===== src/rtl/video_pkg.sv =====
// Shared types and default geometry for the packed RGB888 video stream.
package video_pkg;

  localparam int X_SIZE_DEFAULT = 640;
  localparam int Y_SIZE_DEFAULT = 480;

  typedef struct packed {
    logic [7:0] r;
    logic [7:0] g;
    logic [7:0] b;
  } rgb888_t;

  typedef enum logic [2:0] {SYNC, W0, W1, W2, EMIT3, DROP} unpack_state_e;

endpackage


===== src/rtl/pixel_unpacker_if.sv =====
// 32-bit packed pixel AXI-Stream bus between packer and unpacker.
interface pixel_unpacker_if;
  logic [31:0] tdata;
  logic [3:0]  tkeep;
  logic        tlast;
  logic        tuser;
  logic        tvalid;
  logic        tready;

  modport master (output tdata, tkeep, tlast, tuser, tvalid, input tready);
  modport slave  (input tdata, tkeep, tlast, tuser, tvalid, output tready);
endinterface


===== src/rtl/pixel_unpacker.sv =====
// Unpacks 3 stream words into 4 RGB888 pixels, tracks x/y and checks line/frame geometry.
//
// state | meaning
// SYNC  | waiting for a tuser word to lock onto a frame
// W0    | next word carries p0 and p1.b
// W1    | next word carries p1.g/r and p2.b/g
// W2    | next word carries p2.r and all of p3
// EMIT3 | input stalled while p3 is emitted from the residue
// DROP  | overlong line; discarding words through the next tlast
module pixel_unpacker
  import video_pkg::*;
#(
  parameter int X_SIZE = X_SIZE_DEFAULT,
  parameter int Y_SIZE = Y_SIZE_DEFAULT
) (
  input  logic                aclk,
  input  logic                aresetn,
  pixel_unpacker_if.slave     in_stream,
  output logic [7:0]          r,
  output logic [7:0]          g,
  output logic [7:0]          b,
  output logic [9:0]          x,
  output logic [8:0]          y,
  output logic                pix_sof,
  output logic                pix_eol,
  output logic                pix_valid,
  input  logic                pix_ready,
  input  logic                err_clr,
  output logic                err_short,
  output logic                err_long,
  output logic                err_sof,
  output logic [15:0]         frame_count
);

  localparam logic [9:0] X_LAST = 10'(X_SIZE - 1);
  localparam logic [9:0] X_PEN  = 10'(X_SIZE - 2);
  localparam logic [8:0] Y_LAST = 9'(Y_SIZE - 1);

  unpack_state_e state_q, state_d, eff;
  logic [23:0]   res_q, res_d;
  logic          drop_pend_q, drop_pend_d;
  logic [9:0]    nx_q, nx_d, x_q, x_d, cx;
  logic [8:0]    ny_q, ny_d, y_q, y_d, cy;
  logic [15:0]   fc_q, fc_d;
  rgb888_t       pix_q, pix_d, px;
  logic          pix_valid_q, pix_valid_d;
  logic          sof_q, sof_d, eol_q, eol_d;
  logic          err_short_q, err_short_d, err_long_q, err_long_d, err_sof_q, err_sof_d;
  logic          run_q, run_d;
  logic          out_free, accept, word_ok, emit, line_brk, expected;
  logic          set_short, set_long, set_sof;
  logic          unused_tkeep;

  assign unused_tkeep     = ^in_stream.tkeep;
  assign out_free         = !pix_valid_q || pix_ready;
  assign in_stream.tready = run_q && out_free && (state_q != EMIT3);
  assign accept           = in_stream.tvalid && in_stream.tready;
  assign run_d            = 1'b1;

  always_comb begin
    state_d     = state_q;
    res_d       = res_q;
    drop_pend_d = drop_pend_q;
    nx_d        = nx_q;
    ny_d        = ny_q;
    fc_d        = fc_q;
    pix_valid_d = pix_valid_q;
    pix_d       = pix_q;
    x_d         = x_q;
    y_d         = y_q;
    sof_d       = sof_q;
    eol_d       = eol_q;
    set_short   = 1'b0;
    set_long    = 1'b0;
    set_sof     = 1'b0;
    word_ok     = 1'b0;
    emit        = 1'b0;
    line_brk    = 1'b0;
    expected    = 1'b0;
    eff         = state_q;
    cx          = nx_q;
    cy          = ny_q;
    px          = '0;

    if (out_free) pix_valid_d = 1'b0;

    if (accept) begin
      case (state_q)
        SYNC: begin
          if (in_stream.tuser) begin
            word_ok = 1'b1; eff = W0; cx = '0; cy = '0;
          end
        end
        DROP: begin
          if (in_stream.tuser) begin
            word_ok = 1'b1; eff = W0; cx = '0; cy = '0;
          end else if (in_stream.tlast) begin
            state_d = W0;
          end
        end
        default: begin
          word_ok = 1'b1;
          if (in_stream.tuser && !(state_q == W0 && nx_q == '0 && ny_q == '0)) begin
            set_sof = 1'b1; eff = W0; cx = '0; cy = '0;
          end
        end
      endcase
    end

    if (word_ok) begin
      expected = (eff == W2) && (cx == X_PEN);
      emit     = 1'b1;
      case (eff)
        W0: begin
          px.r = in_stream.tdata[23:16]; px.g = in_stream.tdata[15:8]; px.b = in_stream.tdata[7:0];
          res_d   = {res_q[23:8], in_stream.tdata[31:24]};
          state_d = W1;
        end
        W1: begin
          px.r = in_stream.tdata[15:8]; px.g = in_stream.tdata[7:0]; px.b = res_q[7:0];
          res_d   = {res_q[23:16], in_stream.tdata[31:16]};
          state_d = W2;
        end
        default: begin
          px.r = in_stream.tdata[7:0]; px.g = res_q[15:8]; px.b = res_q[7:0];
          res_d   = in_stream.tdata[31:8];
          state_d = EMIT3;
        end
      endcase
      // a premature tlast drops the residue, so p3 of a short word2 is never emitted
      if (in_stream.tlast && !expected) begin
        set_short = 1'b1; line_brk = 1'b1; state_d = W0;
      end else if (!in_stream.tlast && expected) begin
        set_long = 1'b1; drop_pend_d = 1'b1;
      end
    end else if (state_q == EMIT3 && out_free) begin
      emit        = 1'b1;
      px          = rgb888_t'(res_q);
      state_d     = drop_pend_q ? DROP : W0;
      drop_pend_d = 1'b0;
    end

    if (emit) begin
      pix_valid_d = 1'b1;
      pix_d       = px;
      x_d         = cx;
      y_d         = cy;
      sof_d       = (cx == '0) && (cy == '0);
      eol_d       = (cx == X_LAST);
      if (line_brk || cx == X_LAST) begin
        nx_d = '0;
        if (cy == Y_LAST) begin
          ny_d = '0;
          if (!line_brk) fc_d = fc_q + 16'd1;
        end else begin
          ny_d = cy + 9'd1;
        end
      end else begin
        nx_d = cx + 10'd1;
        ny_d = cy;
      end
    end

    err_short_d = set_short | (err_short_q & ~err_clr);
    err_long_d  = set_long  | (err_long_q  & ~err_clr);
    err_sof_d   = set_sof   | (err_sof_q   & ~err_clr);
  end

  always_ff @(posedge aclk or negedge aresetn) begin
    if (!aresetn) begin
      state_q     <= SYNC;
      res_q       <= '0;
      drop_pend_q <= 1'b0;
      nx_q        <= '0;
      ny_q        <= '0;
      fc_q        <= '0;
      pix_valid_q <= 1'b0;
      pix_q       <= '0;
      x_q         <= '0;
      y_q         <= '0;
      sof_q       <= 1'b0;
      eol_q       <= 1'b0;
      err_short_q <= 1'b0;
      err_long_q  <= 1'b0;
      err_sof_q   <= 1'b0;
      run_q       <= 1'b0;
    end else begin
      state_q     <= state_d;
      res_q       <= res_d;
      drop_pend_q <= drop_pend_d;
      nx_q        <= nx_d;
      ny_q        <= ny_d;
      fc_q        <= fc_d;
      pix_valid_q <= pix_valid_d;
      pix_q       <= pix_d;
      x_q         <= x_d;
      y_q         <= y_d;
      sof_q       <= sof_d;
      eol_q       <= eol_d;
      err_short_q <= err_short_d;
      err_long_q  <= err_long_d;
      err_sof_q   <= err_sof_d;
      run_q       <= run_d;
    end
  end

  assign r           = pix_q.r;
  assign g           = pix_q.g;
  assign b           = pix_q.b;
  assign x           = x_q;
  assign y           = y_q;
  assign pix_sof     = sof_q;
  assign pix_eol     = eol_q;
  assign pix_valid   = pix_valid_q;
  assign err_short   = err_short_q;
  assign err_long    = err_long_q;
  assign err_sof     = err_sof_q;
  assign frame_count = fc_q;

endmodule


===== src/flat_wrapper.sv =====
// flat-port wrapper written by rule: the top's interface ports become plain ports
module pixel_unpacker_flat import video_pkg::*;
#(
  parameter int X_SIZE = X_SIZE_DEFAULT,
  parameter int Y_SIZE = Y_SIZE_DEFAULT
)
  (aclk, aresetn, r, g, b, x, y, pix_sof, pix_eol, pix_valid, pix_ready, err_clr, err_short, err_long, err_sof, frame_count, in_stream_tdata, in_stream_tkeep, in_stream_tlast, in_stream_tuser, in_stream_tvalid, in_stream_tready);
  pixel_unpacker_if in_stream_i ();
  input  logic aclk;
  input  logic aresetn;
  output logic [7:0] r;
  output logic [7:0] g;
  output logic [7:0] b;
  output logic [9:0] x;
  output logic [8:0] y;
  output logic pix_sof;
  output logic pix_eol;
  output logic pix_valid;
  input  logic pix_ready;
  input  logic err_clr;
  output logic err_short;
  output logic err_long;
  output logic err_sof;
  output logic [15:0] frame_count;
  input wire logic [$bits(in_stream_i.tdata)-1:0] in_stream_tdata;
  input wire logic [$bits(in_stream_i.tkeep)-1:0] in_stream_tkeep;
  input wire logic [$bits(in_stream_i.tlast)-1:0] in_stream_tlast;
  input wire logic [$bits(in_stream_i.tuser)-1:0] in_stream_tuser;
  input wire logic [$bits(in_stream_i.tvalid)-1:0] in_stream_tvalid;
  output wire logic [$bits(in_stream_i.tready)-1:0] in_stream_tready;
  assign in_stream_i.tdata = in_stream_tdata;
  assign in_stream_i.tkeep = in_stream_tkeep;
  assign in_stream_i.tlast = in_stream_tlast;
  assign in_stream_i.tuser = in_stream_tuser;
  assign in_stream_i.tvalid = in_stream_tvalid;
  assign in_stream_tready = in_stream_i.tready;
  pixel_unpacker #(.X_SIZE(X_SIZE), .Y_SIZE(Y_SIZE)) u_core (.aclk(aclk), .aresetn(aresetn), .in_stream(in_stream_i), .r(r), .g(g), .b(b), .x(x), .y(y), .pix_sof(pix_sof), .pix_eol(pix_eol), .pix_valid(pix_valid), .pix_ready(pix_ready), .err_clr(err_clr), .err_short(err_short), .err_long(err_long), .err_sof(err_sof), .frame_count(frame_count));
endmodule

===== config.mk =====
export PLATFORM = sky130hd
export DESIGN_NAME = pixel_unpacker_flat
export DESIGN_NICKNAME = d
export VERILOG_FILES = /design/src/rtl/video_pkg.sv /design/src/rtl/pixel_unpacker_if.sv /design/src/rtl/pixel_unpacker.sv /design/src/flat_wrapper.sv
export SDC_FILE = /design/constraint.sdc
export NUM_CORES = 1
export LEC_CHECK = 0
export CORE_MARGIN = 3
export CORE_UTILIZATION = 30
export CTS_CLUSTER_SIZE = 30
export DETAILED_ROUTE_END_ITERATION = 10
export HOLD_SLACK_MARGIN = 0.05
export PLACE_DENSITY = 0.62
export SETUP_SLACK_MARGIN = 0.15
export SLEW_MARGIN = 20
export SYNTH_ARGS = -nofsm -noshare
export SYNTH_HDL_FRONTEND = slang
export SYNTH_SLANG_ARGS = --single-unit

===== constraint.sdc =====
create_clock -name aclk -period 5.8 [get_ports aclk]
set_input_delay 1.16 -clock aclk [delete_from_list [all_inputs] [get_ports aclk]]
set_output_delay 1.16 -clock aclk [all_outputs]
set_load 0.005 [all_outputs]

==> impl_metrics.yaml, run 1 <==
status:
  status: "completed"
timing:
  drv_slew: 0
  fin_crit_sh_pct: 71.8
  final.min_clock_period_ns: 4.17
  worst_slew_pin_slew_ns: 0.967
  rsz0062_at_grt: "no"
  maxSlewHeadroom_pct: 34.9
  fin_skew_ns: 0.0100
  hold_viol_final: 0
  fin_setup_tns_ns: 0
  finalSetupViolCount: 0
  fmax_mhz: 240
die:
  core-area_mm2: 0.0183
  die_w_um: 143
  die_y_um: 143
  dieArea_mm2: 0.0206
  io_pins: 109
  row_count: 49
  start_util_pct: 31.0
route:
  routed_wl_mm: 15.7
  dr.pass1.iters: 6
  vias_per_cell: 5.24
  drtIter0Drc: 384
  via_count: 4800
  final_antenna_net_count: 0
  wire_per_inst_um: 17.2
  route.detailed.drc: 0
placement:
  dp_hpwl_mm: 10.6
  place_congestion: 0.797
  port_buffers: 104
  placed_area_mm2: 0.00686
worst_setup_path:
  cp.arrival_ns: 4.51
  crit_path_start: "in_stream_tuser"
  worstPathMaxFanout: 27
  cp-end-kind: "flip-flop"
  r2r_start: "u_core.state_q[0]"
  crit_end: "u_core.nx_q[9]"
  worstReg2RegEnd: "u_core.nx_q[9]"
  crit_required_ns: 6.14
  rr_worst_depth: 10
  start_kind: "input pin"
  critPathKind: "in -> reg"
  r2r_slack_ns: 2.30
synthesis:
  netlist_area_mm2: 0.00567
  synth_edf_count: 0
  yosysUniqueCellTypes: 68
  yosys_warnings: 0
  synth.largest_area_cell: "dfrtp_1"
  postSynthAreaPerCell_um2: 9.81
  ys_ff_latch: 113
  ys_top_cells_by_area: "dfrtp_1, nand2_1, a222oi_1"
  synth-seq-area-share_pct: 49.9
  async_flop_share_pct: 100
  synth_fp_nets: 627
  ys.flop_type: "dfrtp_1"
  synth_cells: 578
  yosysTopAreaCellShare_pct: 49.9
clock_network:
  insertion_delay_ns: 0.42
  ctsResizeCount: 0
  cts_tree: "built"
  cts_buffers: 17
  clock_path_buffers: 2
  cts_htree_levels: 4
  cts.sinks: 113
  holdBufCountCts: 0
  clk_pin_slew_ns: 0.06
  cts-root-buf: "clkbuf_16"
  cts_setup_buffers: 0
final_layout:
  area_delta_synth_final_pct: 30.9
  finalInstanceArea_mm2: 0.00742
  antenna_cells: 0
  num-nets-final: 723
  drive_above_1_share_pct: 10.8
worst_hold_path:
  hold_path_class: "reg -> reg"
flow_run:
  maxCapViolations: 0
global_routing:
  grt_max_degree: 73
  grt_antenna_before_repair: 0
  grt_pass1_vias: 4636
  grt.overflow.total: 0
  track_usage_pct: 15.6
  grt_pass1_wl_mm: 25.4
pwr:
  p_per_area_mw_per_mm2: 440
  irDropWorstVdd_mv: 0.223
  leakage_uw: 0.00323
## routing by layer
metal	vias up	GRT usage (%)	routed length, um
met2	174	23.2	7040
met1	2321	22.5	7500
met5	-	0	0
met3	14	4.26	1050
met4	0	4.21	162
li1	2291	-	-
## cell type report
type                    instances  area, um^2
flip-flops and latches        113        2830
clock buffers                  17         425
inverters                      21        78.8
well taps                     229         287
fillers                      1784       10800
clock inverters                15         138
repair buffers                112        1110
multi-input cells             409        2550
## cells in the final DEF, fill, tap and decap left out, types with 3 or more instances in the layout
cell type        count
nor4_1               5
mux2i_1             10
xor2_1               3
o211ai_1             3
nor3_1               9
inv_1               21
a21oi_1             26
clkdlybuf4s50_1    103
ha_1                 6
dfrtp_1            113
and2_1               4
nand2_1            140
nor2_1              11
clkbuf_16           17
and3_1               7
and4_1               3
o21ai_0             32
a221o_1              8
a221oi_1             8
clkinvlp_4           6
nor4_4               3
nand4_1             12
nand2b_1             4
nand3_1             20
o31ai_1              8
or4_1                3
a222oi_1            16
xnor2_1             14
mux2_2               9
clkinv_4             4
buf_4                8
## power breakdown
group          switching [uW]  total, uW  internal [uW]
Sequential                200       1240           1030
Combinational             538       1040            507
Clock                     394        985            590
## cells in the mapped netlist, drive strengths merged (9+ instances only)
cell    instances
a21oi          28
a222oi         16
buf            14
clkbuf         21
dfrtp         113
inv            21
mux2            9
mux2i          10
nand2         140
nand3          20
nand4          12
nor2           11
nor3            9
nor4            9
o21ai          35
xnor2          14
## stage by stage
stage               setup WS [ns]  instances  hold slack [ns]  total power (uW)  utilization (%)
floorplan                    1.96        578            0.439              1830                -
global placement             1.28        884            0.446              2280             37.5
detailed placement           1.24        884            0.453              2300             37.5
CTS                          1.64        916            0.465              3300             40.6
global route                 1.39        916            0.493              3480             40.6
finish                       1.63        916            0.463              3260             40.6
## registers in the layout, indices dropped and copies added (netlist names), 3 cells and up
signal / flops
u_core.res_q: 24
u_core.frame_count: 16
u_core.nx_q: 10
u_core.x: 10
u_core.ny_q: 9
u_core.y: 9
u_core.b: 8
u_core.g: 8
u_core.r: 8
u_core.state_q: 3
## cell families after synthesis
group | after synthesis | synth area share [%]
AND/OR/NAND/NOR | 239 | 21.2
AO/OA/AOI/OAI | 127 | 16.0
other | 1 | 0.0661
adder cells (fa/ha/maj) | 6 | 1.32
multiplexers | 19 | 3.55
XOR/XNOR | 17 | 2.63
flip-flops | 113 | 49.9
buffers and inverters | 56 | 5.40
## how the worst min path moves through the flow
stage                               start           to  slack, ns  cells after the start
after floorplan           u_core.res_q[8]  u_core.g[0]       0.44                      2
after global placement    u_core.res_q[9]  u_core.g[1]       0.45                      2
after detailed placement  u_core.res_q[9]  u_core.g[1]       0.45                      2
after CTS                 u_core.res_q[9]  u_core.g[1]       0.47                      2
after global routing          u_core.r[1]  u_core.r[1]       0.49                      2
final                     u_core.res_q[9]  u_core.g[1]       0.46                      2
## critical path, stage by stage
cell	delay, ns
clkdlybuf4s50_1	0.64
or4b_4	0.69
nand2_1	0.21
ha_1	0.20
nand4b_1	0.15
nor4_4	0.29
a211oi_4	0.16
or2_1	0.40
or4_1	0.51
o21ai_1	0.08
Note: power is estimated with default switching activity, not from simulation.
==> run 2, diff against run 1 <==
- clock period: 5.8 -> 4.15 ns (I/O delays scaled with it)
==> impl_metrics.yaml, run 2 (synthesis gave the netlist of run 1 again) <==
worst_hold_path:
  holdCritStartpoint: "u_core.r[5]"
  hold_end: "u_core.r[5]"
  hold_path_class: "reg -> reg"
  hold_depth: 2
final_layout:
  antenna_cells: 0
  final_core_util_pct: 41.1
  fillers: 1798
  layout_common_cells: "nand2_1, dfrtp_1, clkdlybuf4s50_1, o21ai_0, a21oi_1"
  max_flop_register: "u_core.res_q"
  multi_input_area_mm2: 0.00255
  layout_commonest_cell: "nand2_1"
  finalInstanceArea_mm2: 0.00751
  drive_above_1_share_pct: 11.8
  regArea_mm2: 0.00283
  area_delta_synth_final_pct: 32.5
  largest_reg_flops: 24
  num-nets-final: 733
timing:
  fin_crit_sh_pct: 84.9
  hold_viol_final: 0
  fin_skew_ns: 0.0130
  fmax_mhz: 284
  drv_slew: 0
  finalSetupViolCount: 0
  maxSlewHeadroom_pct: 38.7
  final.min_clock_period_ns: 3.52
  worst_slew_pin_slew_ns: 0.920
  fin_setup_tns_ns: 0
  rsz0062_at_grt: "no"
route:
  routed_wl_mm: 15.9
  vias_per_cell: 5.14
  final_antenna_net_count: 0
  drtIter0Drc: 361
  via_count: 4758
  dr.pass1.iters: 5
  wire_per_inst_um: 17.1
  route.detailed.drc: 0
pwr:
  intPower_uw: 3070
  leakage_uw: 0.00329
  irDropWorstVdd_mv: 0.344
  seq_power_share_pct: 37.2
  power.switching_uw: 1570
  pwr-share-clk_pct: 31.3
  comb_power_share_pct: 31.5
  p_per_area_mw_per_mm2: 618
  switching_share_pct: 33.8
  finalPower_uw: 4640
global_routing:
  globalRouteMet1Util_pct: 23.0
  grt_max_degree: 70
  grt.overflow.total: 0
  grtUsageMet3_pct: 3.69
  grt_pass1_vias: 4727
  track_usage_pct: 16.0
  grt_antenna_before_repair: 0
  busiest_layer: "met2"
  grt_pass1_wl_mm: 25.6
  use_met2_pct: 23.5
clock_network:
  cts-root-buf: "clkbuf_16"
  clock_path_buffers: 2
  cts_tree: "built"
  clk_pin_slew_ns: 0.06
  insertion_delay_ns: 0.43
  holdBufCountCts: 0
  ctsResizeCount: 0
  cts_htree_levels: 4
  cts.sinks: 113
  cts_buffers: 17
  cts_setup_buffers: 0
worst_setup_path:
  worstReg2RegEnd: "u_core.frame_count[15]"
  rr_worst_depth: 10
  start_kind: "input pin"
  cpMaxStageDelayCell: "or4b_4"
  r2r_start: "u_core.state_q[0]"
  crit_required_ns: 4.45
  max_stage_delay_ns: 0.57
  critPathKind: "in -> reg"
  r2r_slack_ns: 0.91
  path_cells: "clkdlybuf4s50_1 > nand2_1 > or4b_4 > nand2_1 > ha_1 > nand4b_1 > nor4_4 > nor3_1 > nor4_4 > nand4_1 > xnor2_1"
  worstPathMaxFanout: 9
  cp-end-kind: "flip-flop"
  cp.arrival_ns: 3.83
placement:
  dp_hpwl_mm: 10.9
  port_buffers: 104
  place_congestion: 0.835
  placed_area_mm2: 0.00692
die:
  die_y_um: 143
  die_w_um: 143
  row_count: 49
  start_util_pct: 31.0
  io_pins: 109
  dieArea_mm2: 0.0206
  core-area_mm2: 0.0183
flow_run:
  maxCapViolations: 0
status:
  status: "completed"
-- run 2: cell types whose count changed in the layout (fill, tap and decap cells not counted), sizes merged --
cell / before / now
buf: 9 / 19
clkbuf: 17 / 20
inv: 23 / 21
clkinvlp: 6 / 4
bufinv: 1 / 2
-- run 2: area by class of cell --
| type | count | area share, % |
|---|---|---|
| clock inverters | 12 | 1.80 |
| repair buffers | 122 | 15.6 |
| inverters | 21 | 1.05 |
| well taps | 229 | 3.81 |
| multi-input cells | 409 | 34.0 |
| flip-flops and latches | 113 | 37.6 |
| clock buffers | 20 | 6.08 |
-- run 2: worst max-delay path: cells and delay by family --
family | cells | cell delay (ns)
fa+ha+maj | 1 | 0.19
xor+xnor | 1 | 0.16
buf+inv | 1 | 0.50
simple gates | 8 | 2.13
-- run 2: worst max-delay path by stage --
| stage | startpoint | end | slack, ns | cells past startpoint |
|---|---|---|---|---|
| 6_report | in_stream_tvalid | u_core.frame_count[15] | 0.63 | 11 |
| 5_1_grt | pix_ready | u_core.ny_q[4] | 0.41 | 11 |
| 4_1_cts | in_stream_tvalid | u_core.frame_count[15] | 0.61 | 11 |
| 3_5_place_dp | in_stream_tvalid | u_core.frame_count[15] | 0.18 | 11 |
| 3_3_place_gp | in_stream_tvalid | u_core.frame_count[15] | 0.23 | 11 |
| 2_1_floorplan | pix_ready | u_core.frame_count[1] | 0.64 | 13 |
-- run 2: routing by layer --
| layer | routed length (um) | vias to the layer above |
|---|---|---|
| met4 | 249 | 0 |
| met1 | 7620 | 2293 |
| met3 | 920 | 18 |
| li1 | - | 2303 |
| met2 | 7090 | 144 |
| met5 | 0 | - |
-- run 2: power by group through the flow --
stage	logic, uW	clock network [uW]	registers (uW)
2_1_floorplan	904	0	1650
3_3_place_gp	1450	0	1730
3_5_place_dp	1470	0	1740
4_1_cts	1480	1480	1720
5_1_grt	1640	1530	1780
6_report	1460	1450	1730
-- run 2: through the flow --
| stage | instances | setup WS, ns | hold WS [ns] |
|---|---|---|---|
| floorplan | 578 | 0.637 | 0.439 |
| global placement | 894 | 0.232 | 0.447 |
| detailed placement | 894 | 0.183 | 0.460 |
| CTS | 926 | 0.612 | 0.474 |
| global route | 926 | 0.414 | 0.493 |
| finish | 926 | 0.625 | 0.471 |
